==> config.mk <==
export PLATFORM = sky130hd
export DESIGN_NAME = ibex_irq_ctrl_flat
export DESIGN_NICKNAME = d
export VERILOG_FILES = /design/src/rtl/ibex_irq_ctrl_if.sv /design/src/rtl/ibex_irq_ctrl.sv /design/src/flat_wrapper.sv
export SDC_FILE = /design/constraint.sdc
export NUM_CORES = 1
export LEC_CHECK = 0
export BUFFER_PORTS_ARGS = -buffer_cell sky130_fd_sc_hd__buf_2
export CAP_MARGIN = 20
export CORE_AREA = 2 2 94 69
export CTS_CLUSTER_DIAMETER = 50
export CTS_CLUSTER_SIZE = 8
export DETAILED_ROUTE_END_ITERATION = 6
export DIE_AREA = 0 0 96 71
export GPL_ROUTABILITY_DRIVEN = 0
export PLACE_DENSITY = 0.79
export REMOVE_ABC_BUFFERS = 1
export SLEW_MARGIN = 5
export SYNTH_ARGS = -nofsm -noshare
export SYNTH_HDL_FRONTEND = slang
export SYNTH_SLANG_ARGS = --single-unit
==> constraint.sdc <==
create_clock -name CK -period 4.11 [get_ports CK]
set_clock_uncertainty 0.05 [all_clocks]
set_input_delay 0.411 -clock CK [delete_from_list [all_inputs] [get_ports CK]]
set_output_delay 0.411 -clock CK [all_outputs]
set_load 0.1 [all_outputs]
==> src/rtl/ibex_irq_ctrl_if.sv <==
// Redirect handshake between the interrupt-entry controller and the IF stage,
// carrying the handler PC, the mcause value and the CSR save strobe.
interface ibex_irq_ctrl_if;
    logic        redirect_req_o;
    logic        redirect_ack_i;
    logic [31:0] redirect_pc_o;
    logic [5:0]  exc_cause_o;
    logic        csr_save_o;

    modport master (
        output redirect_req_o,
        output redirect_pc_o,
        output exc_cause_o,
        output csr_save_o,
        input  redirect_ack_i
    );

    modport slave (
        input  redirect_req_o,
        input  redirect_pc_o,
        input  exc_cause_o,
        input  csr_save_o,
        output redirect_ack_i
    );
endinterface

==> src/rtl/ibex_irq_ctrl.sv <==
// Interrupt-entry controller: arbitrates NMI, fast and standard M-mode lines,
// issues a PC redirect over a req/ack handshake and tracks trap nesting depth.
module ibex_irq_ctrl #(
    parameter  int unsigned NUM_FAST_IRQ = 15,
    parameter  int unsigned MAX_NEST     = 4,
    localparam int unsigned NW           = $clog2(MAX_NEST + 1)
) (
    input  logic                    CK,
    input  logic                    rst_i,
    input  logic [NUM_FAST_IRQ-1:0] irq_fast_i,
    input  logic                    irq_ext_i,
    input  logic                    irq_sw_i,
    input  logic                    irq_timer_i,
    input  logic                    irq_nm_i,
    input  logic                    mie_i,
    input  logic                    vectored_i,
    input  logic [31:0]             mtvec_base_i,
    input  logic                    stall_i,
    input  logic                    mret_i,
    input  logic                    debug_mode_i,
    ibex_irq_ctrl_if.master         redir,
    output logic                    nmi_mode_o,
    output logic [NW-1:0]           nest_depth_o,
    output logic                    nest_ovf_o
);

    typedef enum logic [1:0] {
        IDLE,
        WAIT,
        REQ
    } state_e;

    localparam logic [5:0]    CauseNmi = 6'h3F;
    localparam logic [NW-1:0] DepthMax = NW'(MAX_NEST);

    state_e        state_q, state_d;
    logic [31:0]   pc_q, pc_d;
    logic [5:0]    cause_q, cause_d;
    logic          nmi_q, nmi_d;
    logic [NW-1:0] depth_q, depth_d;
    logic          ovf_q, ovf_d;

    logic          any_mask;
    logic          nmi_take;
    logic          mask_take;
    logic          take;
    logic [5:0]    arb_cause;
    logic [31:0]   arb_pc;
    logic          req;
    logic          save;
    logic          depth_inc;
    logic          depth_dec;

    assign any_mask  = (|irq_fast_i) | irq_ext_i | irq_sw_i | irq_timer_i;
    assign nmi_take  = irq_nm_i & ~nmi_q & ~debug_mode_i;
    assign mask_take = any_mask & mie_i & ~debug_mode_i & (depth_q < DepthMax);
    assign take      = nmi_take | mask_take;

    // Later assignments override earlier ones, so the list runs lowest to highest priority
    always_comb begin
        arb_cause = 6'h00;
        if (irq_timer_i) arb_cause = 6'h27;
        if (irq_sw_i)    arb_cause = 6'h23;
        if (irq_ext_i)   arb_cause = 6'h2B;
        for (int k = 0; k < int'(NUM_FAST_IRQ); k++) begin
            if (irq_fast_i[k]) arb_cause = {1'b1, 5'(16 + k)};
        end
        if (nmi_take)    arb_cause = CauseNmi;
    end

    assign arb_pc = (vectored_i && !nmi_take)
                  ? mtvec_base_i + {25'd0, arb_cause[4:0], 2'b00}
                  : mtvec_base_i;

    always_comb begin
        state_d = state_q;
        pc_d    = pc_q;
        cause_d = cause_q;
        req     = 1'b0;
        save    = 1'b0;
        case (state_q)
            IDLE: begin
                if (take) begin
                    if (stall_i) begin
                        state_d = WAIT;
                    end else begin
                        pc_d    = arb_pc;
                        cause_d = arb_cause;
                        state_d = REQ;
                    end
                end
            end
            // Arbitration is redone on release so a late NMI wins and a withdrawn line is dropped
            WAIT: begin
                if (!stall_i) begin
                    if (take) begin
                        pc_d    = arb_pc;
                        cause_d = arb_cause;
                        state_d = REQ;
                    end else begin
                        state_d = IDLE;
                    end
                end
            end
            REQ: begin
                req = 1'b1;
                if (redir.redirect_ack_i) begin
                    save    = 1'b1;
                    state_d = IDLE;
                end
            end
            default: state_d = IDLE;
        endcase
    end

    // An ack that would push past the ceiling is recorded as a sticky overflow instead
    always_comb begin
        depth_inc = save;
        depth_dec = mret_i && (depth_q != '0);
        depth_d   = depth_q;
        ovf_d     = ovf_q;
        nmi_d     = nmi_q;
        if (depth_inc && !depth_dec) begin
            if (depth_q == DepthMax) ovf_d = 1'b1;
            else                     depth_d = depth_q + NW'(1);
        end else if (!depth_inc && depth_dec) begin
            depth_d = depth_q - NW'(1);
        end
        if (save && (cause_q == CauseNmi)) nmi_d = 1'b1;
        else if (mret_i)                   nmi_d = 1'b0;
    end

    always_ff @(posedge CK or posedge rst_i) begin
        if (rst_i) begin
            state_q <= IDLE;
            pc_q    <= '0;
            cause_q <= '0;
            nmi_q   <= 1'b0;
            depth_q <= '0;
            ovf_q   <= 1'b0;
        end else begin
            state_q <= state_d;
            pc_q    <= pc_d;
            cause_q <= cause_d;
            nmi_q   <= nmi_d;
            depth_q <= depth_d;
            ovf_q   <= ovf_d;
        end
    end

    assign redir.redirect_req_o = req;
    assign redir.csr_save_o     = save;
    assign redir.redirect_pc_o  = pc_q;
    assign redir.exc_cause_o    = cause_q;
    assign nmi_mode_o           = nmi_q;
    assign nest_depth_o         = depth_q;
    assign nest_ovf_o           = ovf_q;

endmodule

==> src/flat_wrapper.sv <==
// flat-port wrapper written by rule: the top's interface ports become plain ports
module ibex_irq_ctrl_flat 
#(
    parameter  int unsigned NUM_FAST_IRQ = 15,
    parameter  int unsigned MAX_NEST     = 4,
    localparam int unsigned NW           = $clog2(MAX_NEST + 1)
)
  (CK, rst_i, irq_fast_i, irq_ext_i, irq_sw_i, irq_timer_i, irq_nm_i, mie_i, vectored_i, mtvec_base_i, stall_i, mret_i, debug_mode_i, nmi_mode_o, nest_depth_o, nest_ovf_o, redir_redirect_req_o, redir_redirect_pc_o, redir_exc_cause_o, redir_csr_save_o, redir_redirect_ack_i);
  ibex_irq_ctrl_if redir_i ();
  input  logic CK;
  input  logic rst_i;
  input  logic [NUM_FAST_IRQ-1:0] irq_fast_i;
  input  logic irq_ext_i;
  input  logic irq_sw_i;
  input  logic irq_timer_i;
  input  logic irq_nm_i;
  input  logic mie_i;
  input  logic vectored_i;
  input  logic [31:0] mtvec_base_i;
  input  logic stall_i;
  input  logic mret_i;
  input  logic debug_mode_i;
  output logic nmi_mode_o;
  output logic [NW-1:0] nest_depth_o;
  output logic nest_ovf_o;
  output wire logic [$bits(redir_i.redirect_req_o)-1:0] redir_redirect_req_o;
  output wire logic [$bits(redir_i.redirect_pc_o)-1:0] redir_redirect_pc_o;
  output wire logic [$bits(redir_i.exc_cause_o)-1:0] redir_exc_cause_o;
  output wire logic [$bits(redir_i.csr_save_o)-1:0] redir_csr_save_o;
  input wire logic [$bits(redir_i.redirect_ack_i)-1:0] redir_redirect_ack_i;
  assign redir_redirect_req_o = redir_i.redirect_req_o;
  assign redir_redirect_pc_o = redir_i.redirect_pc_o;
  assign redir_exc_cause_o = redir_i.exc_cause_o;
  assign redir_csr_save_o = redir_i.csr_save_o;
  assign redir_i.redirect_ack_i = redir_redirect_ack_i;
  ibex_irq_ctrl #(.NUM_FAST_IRQ(NUM_FAST_IRQ), .MAX_NEST(MAX_NEST)) u_core (.CK(CK), .rst_i(rst_i), .irq_fast_i(irq_fast_i), .irq_ext_i(irq_ext_i), .irq_sw_i(irq_sw_i), .irq_timer_i(irq_timer_i), .irq_nm_i(irq_nm_i), .mie_i(mie_i), .vectored_i(vectored_i), .mtvec_base_i(mtvec_base_i), .stall_i(stall_i), .mret_i(mret_i), .debug_mode_i(debug_mode_i), .redir(redir_i), .nmi_mode_o(nmi_mode_o), .nest_depth_o(nest_depth_o), .nest_ovf_o(nest_ovf_o));
endmodule
==> out/summary.txt <==
WORST SETUP PATH
------------------------------------------------------------------------------------------
Endpoint required time on the critical path                                        4240 ps
Crit path arrival time                                                             3690 ps
Startpoint type of the worst setup path                                          input pin
Highest fanout seen on the critical path                                                11
Crit Path Category                                                            input pin to flip-flop
Worst Setup End Kind                                                             flip-flop

DIE
------------------------------------------------------------------------------------------
Die area                                                                       0.00682 mm²
Die Y-Extent                                                                         71 µm
Top-level I/O count                                                                    104
Die extent in x                                                                      96 µm
Starting utilization of the core area                                                48.3%
Total number of placement rows                                                          24
Placeable core region                                                          0.00598 mm²

STATUS
------------------------------------------------------------------------------------------
Outcome                                                                       finished clean

LOGIC SYNTHESIS
------------------------------------------------------------------------------------------
Number of different library cells in the post-synthesis netlist                         54
Top cell type by total area after synthesis                                        dfrtp_1
Cell with the most instances after synthesis                                       dfrtp_1
Post-synth design cell area                                                    0.00288 mm²
Synth Warn #                                                                             0
Flop and latch count out of synthesis                                                   45
Area share of the largest cell type after synthesis                                  39.0%
Count of flip-flops with a built-in enable after synthesis                               0
Average size of a mapped cell                                                     8.90 µm²
Prevailing post-synth register cell                                                dfrtp_1
Portion of the post-synthesis area used by sequential elements                       39.0%
Top area cells in the synthesized netlist                                     dfrtp_1 39%, o21ai_0 5.6%, nand2_1 5.1%
Leading cell types by count after synthesis                                   45 x dfrtp_1, 39 x nand2_1, 32 x o21ai_0
Ys async rst share                                                                    100%
Number of standard cells after synthesis                                               324

GLOBAL ROUTE
------------------------------------------------------------------------------------------
Initial antenna violation count                                                          0
Vias in the first global route                                                        2680
Largest net degree at the start of global routing                                       64
Overflow after GRT                                                                       0
First-pass GRT wire length                                                         12.4 mm
Global-route usage over all layers                                                   23.0%

CLOCK NETWORK
------------------------------------------------------------------------------------------
Clock edge transition at the registers on the reported setup and hold paths          80 ps
# hold bufs at CTS                                                                       0
Number of sinks driven by the clock tree                                                45
Maximum count of clock buffers along a single path                                       2
Total of cells resized after clock tree synthesis                                        0
Setup Fix Bufs, Post-CTS                                                                 0
Clock tree from TritonCTS                                                             done
CTS Root Buffer Type                                                              clkbuf_8
CTS H-tree lvls                                                                          2
Clock latency on the worst-skew pair                                                290 ps
Number of buffers added by the clock tree synthesis step                                 5

PLACE
------------------------------------------------------------------------------------------
Number of input and output port buffers inserted                                       103
HPWL after detailed placement                                                      5.78 mm
Placed inst area                                                               0.00349 mm²
Cell count after placement                                                             497
Post-place setup slack                                                              324 ps

ROUTE
------------------------------------------------------------------------------------------
Count of TritonRoute iterations in the first routing pass                                4
Routed wire per std cell                                                           15.1 µm
Final wirelength                                                                   7.62 mm
1st-iter DRT viols                                                                     170
Via density per instance                                                              5.60
Number of nets still failing antenna checks after routing                                0
Total DRC errors in the routed layout                                                    0
Via count                                                                             2829

STA
------------------------------------------------------------------------------------------
Minimum clock period after layout                                                  3560 ps
Final setup violating endpoints                                                          0
Sum of negative setup slack                                                           0 ps
Final hold vios                                                                          0
Max Slew Vio Count                                                                       0
Transition time at the pin with the least slew margin                               879 ps
Post-route clock period utilization                                                  86.5%
Worst setup slack after layout                                                      553 ps
RSZ-0062 raised after global routing                                                 false
F_max                                                                              281 MHz
Worst slew margin relative to its limit                                              40.9%

POWER AND IR DROP
------------------------------------------------------------------------------------------
Leakage                                                                            1.69 nW
P per Cell Area                                                                 657 mW/mm²
Overall power after layout                                                         2.36 mW
Largest vdd supply drop                                                             406 µV

LAYOUT
------------------------------------------------------------------------------------------
Synthesis-to-layout area growth                                                      24.9%
Fraction of layout instances using a drive strength above 1                          29.7%
Area of the multi-input gates                                                  0.00163 mm²
Diodes inserted                                                                          0
Fill cells                                                                             543
Total Nets Final                                                                       494
Final instance area                                                            0.00360 mm²
Storage element area                                                           0.00113 mm²
Number of non-filler instances in the completed layout                                 505

FLOW RUN
------------------------------------------------------------------------------------------
Max Cap Violations                                                                       0

WORST HOLD PATH
------------------------------------------------------------------------------------------
Path category of the worst min-delay check                                    input pin to async pin

-- per-layer routing --
| metal | wire [µm] | share of wire [%] | global-route usage (%) |
|---|---|---|---|
| met5 | 0 | 0 | 0 |
| met2 | 3270 | 43 | 34.3 |
| met3 | 629 | 8.3 | 6.28 |
| met4 | 92 | 1.2 | 5.56 |
| met1 | 3620 | 48 | 33.2 |
-- registers in the layout, indices dropped and copies added (netlist names) --
signal	cells
u_core.nest_depth_o	3
u_core.state_q	2
u_core.nest_ovf_o	1
u_core.redir.exc_cause_o	6
u_core.redir.redirect_pc_o	32
u_core.nmi_mode_o	1
-- power by group --
group	switching, mW	leakage [nW]	internal [mW]
Combinational	1.17	1.10	0.249
Clock	0.149	0.0443	0.134
Sequential	0.0908	0.539	0.566
Total	1.41	1.69	0.949
-- per-stage QoR --
| stage | util [%] | hold slack [ps] |
|---|---|---|
| after floorplan | - | 423 |
| after global placement | 58.4 | 389 |
| after detailed placement | 58.4 | 399 |
| after CTS | 59.8 | 291 |
| after global routing | 60.3 | 126 |
| final | 60.3 | 87.4 |
-- kinds of logic (layout without fill, tap and decap cells) --
kind of cell	after synthesis	in the layout	synth area share (%)
simple gates	107	107	19.3
compound gates	103	103	23.1
flops	45	45	39.0
buf+inv	30	133	4.56
xor+xnor	23	23	6.99
fa+ha+maj	8	8	3.99
mux	8	8	3.04
-- cell type report --
type | instances | area share (%)
Clock buffer | 7 | 2.40
Inverter | 17 | 1.77
Multi-Input combinational cell | 249 | 45.4
Sequential cell | 45 | 31.3
Tap cell | 78 | 2.71
Timing Repair Buffer | 109 | 16.5
-- cell usage in the layout, fill, tap and decap left out, types with 7 or more instances in the layout --
master      n
a211oi_1    7
a21oi_1    22
buf_2     103
dfrtp_1    45
inv_1      15
nand2_1    39
nand2b_1    9
nor2_1     12
o21ai_0    32
xnor2_1    14
xor2_1      9
-- worst max-delay path: stages --
cell and delay (ps):
buf_2 120, or4_4 540, nor4b_1 540, nand2_1 170
ha_1 370, and2_1 160, nand3_1 300, a211oi_1 620
a31oi_1 160, o31a_1 300
-- worst paths after layout --
kind | from | endpoint | slack [ps] | depth (start not counted)
max in group asynchronous | rst_i | u_core.redir.redirect_pc_o[12] | 3430 | 3
hold / removal | rst_i | u_core.redir.redirect_pc_o[30] | 90 | 2
hold reg to reg | u_core.nest_ovf_o | u_core.nest_ovf_o | 420 | 1
setup reg to reg | u_core.nmi_mode_o | u_core.redir.redirect_pc_o[31] | 790 | 9
setup / recovery | irq_fast_i[8] | u_core.redir.redirect_pc_o[31] | 550 | 10
min in group CK | mtvec_base_i[0] | u_core.redir.redirect_pc_o[0] | 290 | 2
Note: power is estimated with default switching activity, not from simulation.
